[src/rtl/acc_drain_requant.sv]
// rtl/acc_drain_requant.sv - snapshot a column of PE accumulators and drain it as
// requantized (ReLU, rounding shift, saturate) elements over a valid/ready stream.
module acc_drain_requant #(
  parameter int ACC_WIDTH   = 17,
  parameter int DATA_WIDTH  = 9,
  parameter int NUM_ROWS    = 4,
  parameter int SHIFT_WIDTH = 4,
  localparam int IDX_W      = (NUM_ROWS > 1) ? $clog2(NUM_ROWS) : 1
) (
  input  logic                          clk,
  input  logic                          rstn,
  input  logic                          capture_i,
  input  logic [NUM_ROWS*ACC_WIDTH-1:0] acc_i,
  input  logic [SHIFT_WIDTH-1:0]        shift_i,
  input  logic                          relu_en_i,
  output logic                          capture_ready_o,
  output logic                          out_valid_o,
  input  logic                          out_ready_i,
  output logic [DATA_WIDTH-1:0]         out_data_o,
  output logic [IDX_W-1:0]              out_idx_o,
  output logic                          out_last_o,
  output logic                          done_o
);

  typedef enum logic {IDLE, DRAIN} state_t;

  localparam logic [IDX_W-1:0] LAST_IDX = IDX_W'(NUM_ROWS - 1);
  localparam logic signed [ACC_WIDTH:0] SAT_MAX =
    {{(ACC_WIDTH-DATA_WIDTH+2){1'b0}}, {(DATA_WIDTH-1){1'b1}}};
  localparam logic signed [ACC_WIDTH:0] SAT_MIN =
    {{(ACC_WIDTH-DATA_WIDTH+2){1'b1}}, {(DATA_WIDTH-1){1'b0}}};

  state_t                  state_q, state_d;
  logic [ACC_WIDTH-1:0]    buf_q [NUM_ROWS];
  logic [IDX_W-1:0]        idx_q, idx_d, idx_nxt;
  logic [SHIFT_WIDTH-1:0]  shift_q, shift_d;
  logic                    relu_q, relu_d;
  logic [DATA_WIDTH-1:0]   data_q, data_d;
  logic                    done_q, done_d;
  logic                    cap_fire;
  logic                    is_last;

  // Rounding add is carried at ACC_WIDTH+1 bits so a large positive value cannot wrap.
  function automatic logic [DATA_WIDTH-1:0] requant(
    input logic [ACC_WIDTH-1:0]   a,
    input logic [SHIFT_WIDTH-1:0] s,
    input logic                   relu
  );
    logic signed [ACC_WIDTH:0] x;
    logic signed [ACC_WIDTH:0] rnd;
    x = $signed({a[ACC_WIDTH-1], a});
    if (relu && x[ACC_WIDTH]) x = '0;
    rnd = '0;
    if (s != '0) rnd = (ACC_WIDTH+1)'(1) << (s - 1'b1);
    x = x + rnd;
    x = x >>> s;
    if (x > SAT_MAX) x = SAT_MAX;
    else if (x < SAT_MIN) x = SAT_MIN;
    return x[DATA_WIDTH-1:0];
  endfunction

  assign idx_nxt = idx_q + 1'b1;
  assign is_last = (idx_q == LAST_IDX);

  always_comb begin
    state_d  = state_q;
    idx_d    = idx_q;
    shift_d  = shift_q;
    relu_d   = relu_q;
    data_d   = data_q;
    done_d   = 1'b0;
    cap_fire = 1'b0;
    case (state_q)
      IDLE: begin
        if (capture_i) begin
          cap_fire = 1'b1;
          state_d  = DRAIN;
          idx_d    = '0;
          shift_d  = shift_i;
          relu_d   = relu_en_i;
          // Row 0 comes straight from the input since the buffer loads on this same edge.
          data_d   = requant(acc_i[ACC_WIDTH-1:0], shift_i, relu_en_i);
        end
      end
      DRAIN: begin
        if (out_ready_i) begin
          if (is_last) begin
            state_d = IDLE;
            idx_d   = '0;
            data_d  = '0;
            done_d  = 1'b1;
          end else begin
            idx_d  = idx_nxt;
            data_d = requant(buf_q[idx_nxt], shift_q, relu_q);
          end
        end
      end
      default: state_d = IDLE;
    endcase
  end

  always_ff @(posedge clk or negedge rstn) begin
    if (!rstn) begin
      state_q <= IDLE;
      idx_q   <= '0;
      shift_q <= '0;
      relu_q  <= 1'b0;
      data_q  <= '0;
      done_q  <= 1'b0;
    end else begin
      state_q <= state_d;
      idx_q   <= idx_d;
      shift_q <= shift_d;
      relu_q  <= relu_d;
      data_q  <= data_d;
      done_q  <= done_d;
    end
  end

  always_ff @(posedge clk or negedge rstn) begin
    if (!rstn) begin
      for (int r = 0; r < NUM_ROWS; r++) buf_q[r] <= '0;
    end else if (cap_fire) begin
      for (int r = 0; r < NUM_ROWS; r++) buf_q[r] <= acc_i[r*ACC_WIDTH +: ACC_WIDTH];
    end
  end

  assign capture_ready_o = (state_q == IDLE);
  assign out_valid_o     = (state_q == DRAIN);
  assign out_data_o      = data_q;
  assign out_idx_o       = idx_q;
  assign out_last_o      = (state_q == DRAIN) && is_last;
  assign done_o          = done_q;

endmodule

[config.mk]
export PLATFORM = sky130hd
export DESIGN_NAME = acc_drain_requant
export DESIGN_NICKNAME = d
export VERILOG_FILES = /design/src/rtl/acc_drain_requant.sv
export SDC_FILE = /design/constraint.sdc
export NUM_CORES = 1
export LEC_CHECK = 0
export BUFFER_PORTS_ARGS = -buffer_cell sky130_fd_sc_hd__buf_2
export CAP_MARGIN = 5
export CORE_MARGIN = 2
export CORE_UTILIZATION = 49
export DETAILED_ROUTE_END_ITERATION = 8
export MAX_ROUTING_LAYER = met4
export PLACE_DENSITY = 0.68
export SLEW_MARGIN = 20
export SYNTH_ARGS = -nofsm -noshare
export SYNTH_HDL_FRONTEND = slang
export SYNTH_SLANG_ARGS = --single-unit
[constraint.sdc]
create_clock -name clk -period 5.8 [get_ports clk]
set_input_delay 0.29 -clock clk [delete_from_list [all_inputs] [get_ports clk]]
set_output_delay 0.29 -clock clk [all_outputs]
set_load 0.02 [all_outputs]
# --- After elaboration in Yosys (flattened, before gate mapping) ---
# Index checks and enable logic that the tools add are counted.
word_totals:
  regBits: 86
  input_bits: 77
  output_inout_bits: 15
  word_cells: 73
classes:
  n_addsub: 5
  n_lt_le_gt_ge: 5
  eq_ne: 3
  shift: 4
  mux: 37
  bitwise: 2
  reduce_logical: 7
ops:
  columns: ["cell", "n"]
  rows:
  - ["two-way mux 18 bit", 14]
  - ["two-way mux 9 bit", 7]
  - ["adder 18 bit", 2]
  - ["greater-than comparator 18 x 9 -> 1 bit (second input constant)", 2]
  - ["< comparator 18 x 9 -> 1 bit (second input constant)", 2]
  - ["<< shifter 1 x 4 -> 18 bit (first input constant)", 2]
  - [">>> shifter 18 x 4 -> 18 bit", 2]
  - ["binary-select mux 17 bit (select 2 bit)", 1]
  - ["two-way mux 17 bit", 2]
  - ["one-hot mux 9 bit (2 select lines)", 1]
  - ["nonzero test 4 bit", 2]
  - ["subtractor 4 x 1 -> 4 bit (second input constant)", 2]
  - ["two-way mux 1 bit", 7]
  - ["two-way mux 2 bit", 3]
  - ["inequality test 2 bit (second input constant)", 2]
  - ["one-hot mux 2 bit (2 select lines)", 1]
  - ["AND reduction 2 bit", 2]
  - [">= comparator 3 bit (second input constant)", 1]
  - ["logical AND 1 bit", 3]
  - ["inverter 2 -> 3 bit", 1]
  - ["adder 2 x 1 -> 2 bit (second input constant)", 1]
  - ["equality test 2 bit (second input constant)", 1]
  - ["one-hot mux 1 bit (2 select lines)", 1]
  - ["inverter 1 bit", 1]

# --- Longest topological paths before layout ---
logic_depth:
  depth_word: 18
  mapped_depth: 20
  ltp_nobuf: 17

# --- Worst setup path after synthesis ---
# OpenSTA, ideal clock, no wires.
synth_timing:
  path_type: "register to register"
  from: "register idx_q[0], in the netlist out_idx_o[0]"
  to: "register data_q[1], in the netlist out_data_o[1]"
  setup_ns: 0.124
  t_arrival_ns: 5.001
  required_ns: 5.676
  slack_ns: 0.674
  path_stages_with_launch: 18
  n_path_buf: 2
  period_less_slack_ns: 5.126
  cell_sequence: "dfrtp_1 buf_6 buf_1 mux4_2 nor2b_1 ha_1 fa_1 a211oi_2 o21ai_2 a21oi_1 o21ai_2 xnor2_1 a2111oi_0 or4_1 o311a_1 a311o_1 a22oi_1 a21oi_1"
synth_via:
  elab_chain_len: 18
  elab_cells_between_ends: 20
  cone_classes: "add/sub: 2; order compare: 2; eq/ne: 1; shift: 1; mux: 12; bitwise: 1; reduce/logical: 1"
synth_lines:
  columns: ["element", "line", "source"]
  rows:
  - ["start, declared", "35", "logic [IDX_W-1:0] idx_q, idx_d, idx_nxt;"]
  - ["start signal, assigned", "112", "idx_q <= idx_d;"]
  - ["adder 2 x 1 -> 2 bit", "62", "assign idx_nxt = idx_q + 1'b1;"]
  - ["inverter 2 -> 3 bit (not written as such)", "94", "data_d = requant(buf_q[idx_nxt], shift_q, relu_q);"]
  - ["binary-select mux 17 bit (select 2 bit)", "94", null]
  - ["two-way mux 17 bit (not written as such) (2 in series)", "94", null]
  - ["logical AND 1 bit", "52", "if (relu && x[ACC_WIDTH]) x = '0;"]
  - ["two-way mux 18 bit", "52", null]
  - ["two-way mux 18 bit", "87", "if (is_last) begin"]
  - ["two-way mux 18 bit", "86", "if (out_ready_i) begin"]
  - ["two-way mux 18 bit", "73", "case (state_q)"]
  - ["adder 18 bit", "55", "x = x + rnd;"]
  - [">>> shifter 18 x 4 -> 18 bit", "56", "x = x >>> s;"]
  - ["< comparator 18 x 9 -> 1 bit", "58", "else if (x < SAT_MIN) x = SAT_MIN;"]
  - ["two-way mux 9 bit", "58", null]
  - ["two-way mux 9 bit", "57", "if (x > SAT_MAX) x = SAT_MAX;"]
  - ["two-way mux 9 bit *", "87", null]
  - ["two-way mux 9 bit *", "86", null]
  - ["one-hot mux 9 bit (2 select lines) *", "73", null]
  - ["end signal, assigned", "115", "data_q <= data_d;"]
  - ["end, declared", "38", "logic [DATA_WIDTH-1:0] data_q, data_d;"]
# Mark *: on every way between the ends. The rest lies on a longest branch, timed or not. The select of a mux whose other input is x is not followed.
# A chain may end at the register's enable or synchronous reset.

# --- Worst setup path in the final report ---
layout_timing:
  from: "register idx_q[0], in the netlist out_idx_o[0]"
  to: "register data_q[5], in the netlist out_data_o[5]"
# The elaborated chain is that of the path after synthesis.

==> impl_summary.txt <==
----------------------------------------------------
[Timing]
  Final hold vios ... 0
  Setup repair after global routing missed its margin ... no
  Timing-limited maximum frequency ... 191 MHz
  Normalized max-slew margin ... 32.2%
  Slew at the pin closest to its max-slew limit ... 0.991 ns
  Worst Hold Slack ... 0.120 ns
  Part of the cycle the worst path needs ... 90.1%
  PnR worst setup slack ... 0.571 ns
  Time the final worst path needs with I/O delays and setup ... 5.23 ns
  Final clock skew ... 0.00857 ns
  Fin Setup TNS ... 0 ns
  Setup-failing EPs final ... 0
  Slew Limit Fails ... 0

[Global routing]
  Overall track demand over capacity in global routing ... 28.6%
  Vias in the first global route ... 7772
  Pin count of the biggest net entering global routing ... 77
  Global-route wire length before repair ... 39800 um
  Number of antenna violations at the first check in global routing ... 0
  GRT Residual Overflow ... 0

[Yosys]
  Asr flop ratio synth ... 100%
  Synthesized area per cell ... 7.81 sq um
  Flops & latches, synth ... 86
  Post-synth EDFFs ... 0
  Cell taking the most area after synthesis ... dfrtp_1
  Sequential-to-total area share from yosys stat ... 26.2%
  Cells after Synth ... 1050
  Synth unique cells ... 94
  Total number of yosys warnings ... 0
  Post-synth top area share ... 26.2%
  Predominant post-synthesis flop cell ... dfrtp_1
  Top area cells in the synthesized netlist ... dfrtp_1 26%, nand2_1 13%, mux4_2 6.9%, ha_1 5.0%, nor2_1 4.9%
  Synthesized area ... 8200 sq um

[Placement]
  Routability Congestion ... 0.969
  PortBufs ... 91
  Sum of net half-perimeters after detailed placement ... 18600 um
  Worst slack, placed ... 0.630 ns

[Drt]
  Residual antenna-violating net count after detailed routing ... 0
  Number of vias after detailed routing ... 8105
  Detailed-route wire length per cell ... 18.0 um
  Total wire length after detailed routing ... 24200 um
  Via-per-instance ratio ... 6.04
  Number of remaining DRC errors ... 0
  Total iterations of the first detailed-routing run ... 6
  Iteration-0 DRC count of the detailed router ... 841

[Die]
  Number of rows in the core area ... 47
  I/O pins ... 92
  Vertical extent of the die ... 133 um
  Initial Util ... 49.8%
  Die area ... 17800 sq um
  Standard cell core area ... 16500 sq um
  DIE WIDTH ... 133 um

[Run status]
  Status ... finished clean

[Worst setup path]
  Crit-path leading delay family ... compound AO/OA/AOI/OAI gates
  CP arrival ... 5.49 ns
  Critical setup path kind ... flop to flop
  Crit path capture type ... flop
  Peak per-stage delay on the critical path ... 0.88 ns
  Number of buffers and inverters on the critical path ... 1
  Required time worst endpoint ... 6.06 ns
  Max Fanout on Critical Path ... 16
  Critical path's slowest cell ... a2111oi_0
  List of cells traversed by the critical path ... ha_1, mux4_2, and2_1, nor2b_1, ha_1, fa_1, a211oi_2, o21ai_2, a21oi_1, o21ai_2, xnor2_1, a2111oi_0, o221a_2, nand4_1, a21oi_1, buf_4, nand3_1, a41oi_1
  Kind of start point of the critical path ... flop

[Job]
  Reported max-cap violation count ... 0

[Pwr]
  VDD IR-drop max ... 0.000304 V
  Leakage Power ... 0.00429 uW
  Power per Cell Area ... 586 nW/um^2

[Finish]
  Syn-to-layout area delta ... 11.9%
  Share of final-layout standard cells stronger than drive strength 1 ... 18.8%
  Highest-count cells in the layout ignoring fill and taps ... 273 x nand2_1, 106 x nor2_1, 90 x buf_2
  Most common library cell in the layout ignoring fill and taps ... nand2_1
  Antenna diode count ... 0
  Total number of nets in the final design ... 1228

[Clock network]
  Clock latency on the worst-skew pair ... 0.35 ns
  Total clock buffers created by CTS ... 9
  Clock tree from TritonCTS ... built
  Sink Count ... 86
  Clock transition time at the flip-flop clock pins of the worst setup and hold paths ... 0.07 ns
  Maximum clock insertion buffer count ... 2
  Root buffer cell ... clkbuf_16
  Deepest level of the CTS H-tree ... 3

[Hold path]
  Class of the tightest hold or removal check ... primary input to flop

----------------------------------------------------
-- cell type report --
class                      count  area, sq um
clock buffer                   9          225
clock inverter                 7         90.1
fill                        1553         7290
inverter                      15         56.3
multi-input combinational    886         5710
sequential                    86         2150
tap                          220          275
timing repair buffer         118          663
-- Yosys cell counts (10+ instances only) --
master	n
and3_1	10
xor2_1	11
a21oi_1	60
dfrtp_1	86
nand3_1	26
o21ai_0	31
mux4_2	25
a22oi_1	12
mux2i_1	18
buf_1	10
a211oi_1	13
o211ai_1	18
and2_1	22
nor2b_1	25
a21o_1	11
inv_1	12
nand2_1	274
ha_1	33
nor2_1	106
nor3_1	15
clkbuf_1	37
-- cell families (layout without fill, tap and decap cells) --
logic type,count (synthesis),count (layout),synth area share [%]
mux,49,49,9.89
other cells,1,2,0.0457
simple gates,511,511,27.4
flops,86,86,26.2
fa+ha+maj,35,35,5.52
compound gates,267,267,24.1
buf+inv,79,149,4.23
xor+xnor,22,22,2.53
-- sequential cells by signal (all words and copies together), names as in the netlist --
register,flops
out_valid_o,1
shift_q,4
out_data_o,9
relu_q,1
done_o,1
buf_q,68
out_idx_o,2
-- repair_timing --
item	4_1_cts	5_1_grt
endpoints found under the setup margin	0	0
resized for setup	0	0
setup buffers	0	0
hold buffers	1	0
endpoints found under the hold margin	29	0
-- power breakdown --
| part | internal, uW | leakage [uW] | switching (uW) | total [uW] |
|---|---|---|---|---|
| sequential | 878 | 0.00106 | 191 | 1070 |
| combinational | 1490 | 0.00308 | 2210 | 3700 |
| clock | 343 | 0.000147 | 265 | 608 |
-- worst min-delay path: stages --
cell and delay, ns:
buf_2 0.07, nand2_1 0.04, nand2_1 0.04
-- per-stage QoR --
| stage | cell area, sq um | std cells | total power (uW) | util [%] |
|---|---|---|---|---|
| after global routing | 9180 | 1341 | 5810 | 55.7 |
| final | 9180 | 1341 | 5380 | 55.7 |
| after detailed placement | 8850 | 1324 | 4720 | 53.8 |
| after global placement | 8850 | 1324 | 4710 | 53.8 |
| after CTS | 9180 | 1341 | 5350 | 55.7 |
| after floorplan | 8200 | 1051 | 3800 | - |
-- metal layers --
| layer | routed length [um] | track usage (%) |
|---|---|---|
| met5 | 0 | - |
| met2 | 11100 | 44.3 |
| met1 | 11300 | 40.5 |
| met3 | 1470 | 3.50 |
| met4 | 330 | 6.74 |
-- path summary, 6_finish.rpt --
kind,start,endpoint,slack (ns),cells after the start
hold / removal,acc_i[39],buf_q[22],0.12,3
setup reg to reg,out_idx_o[0],out_data_o[5],0.57,18
min in group asynchronous,rstn,buf_q[7],0.39,2
hold reg to reg,buf_q[19],buf_q[19],0.47,2
max in group asynchronous,rstn,done_o,4.32,3
setup / recovery,out_idx_o[0],out_data_o[5],0.57,18
No activity file was read; power rests on OpenSTA's default activity.
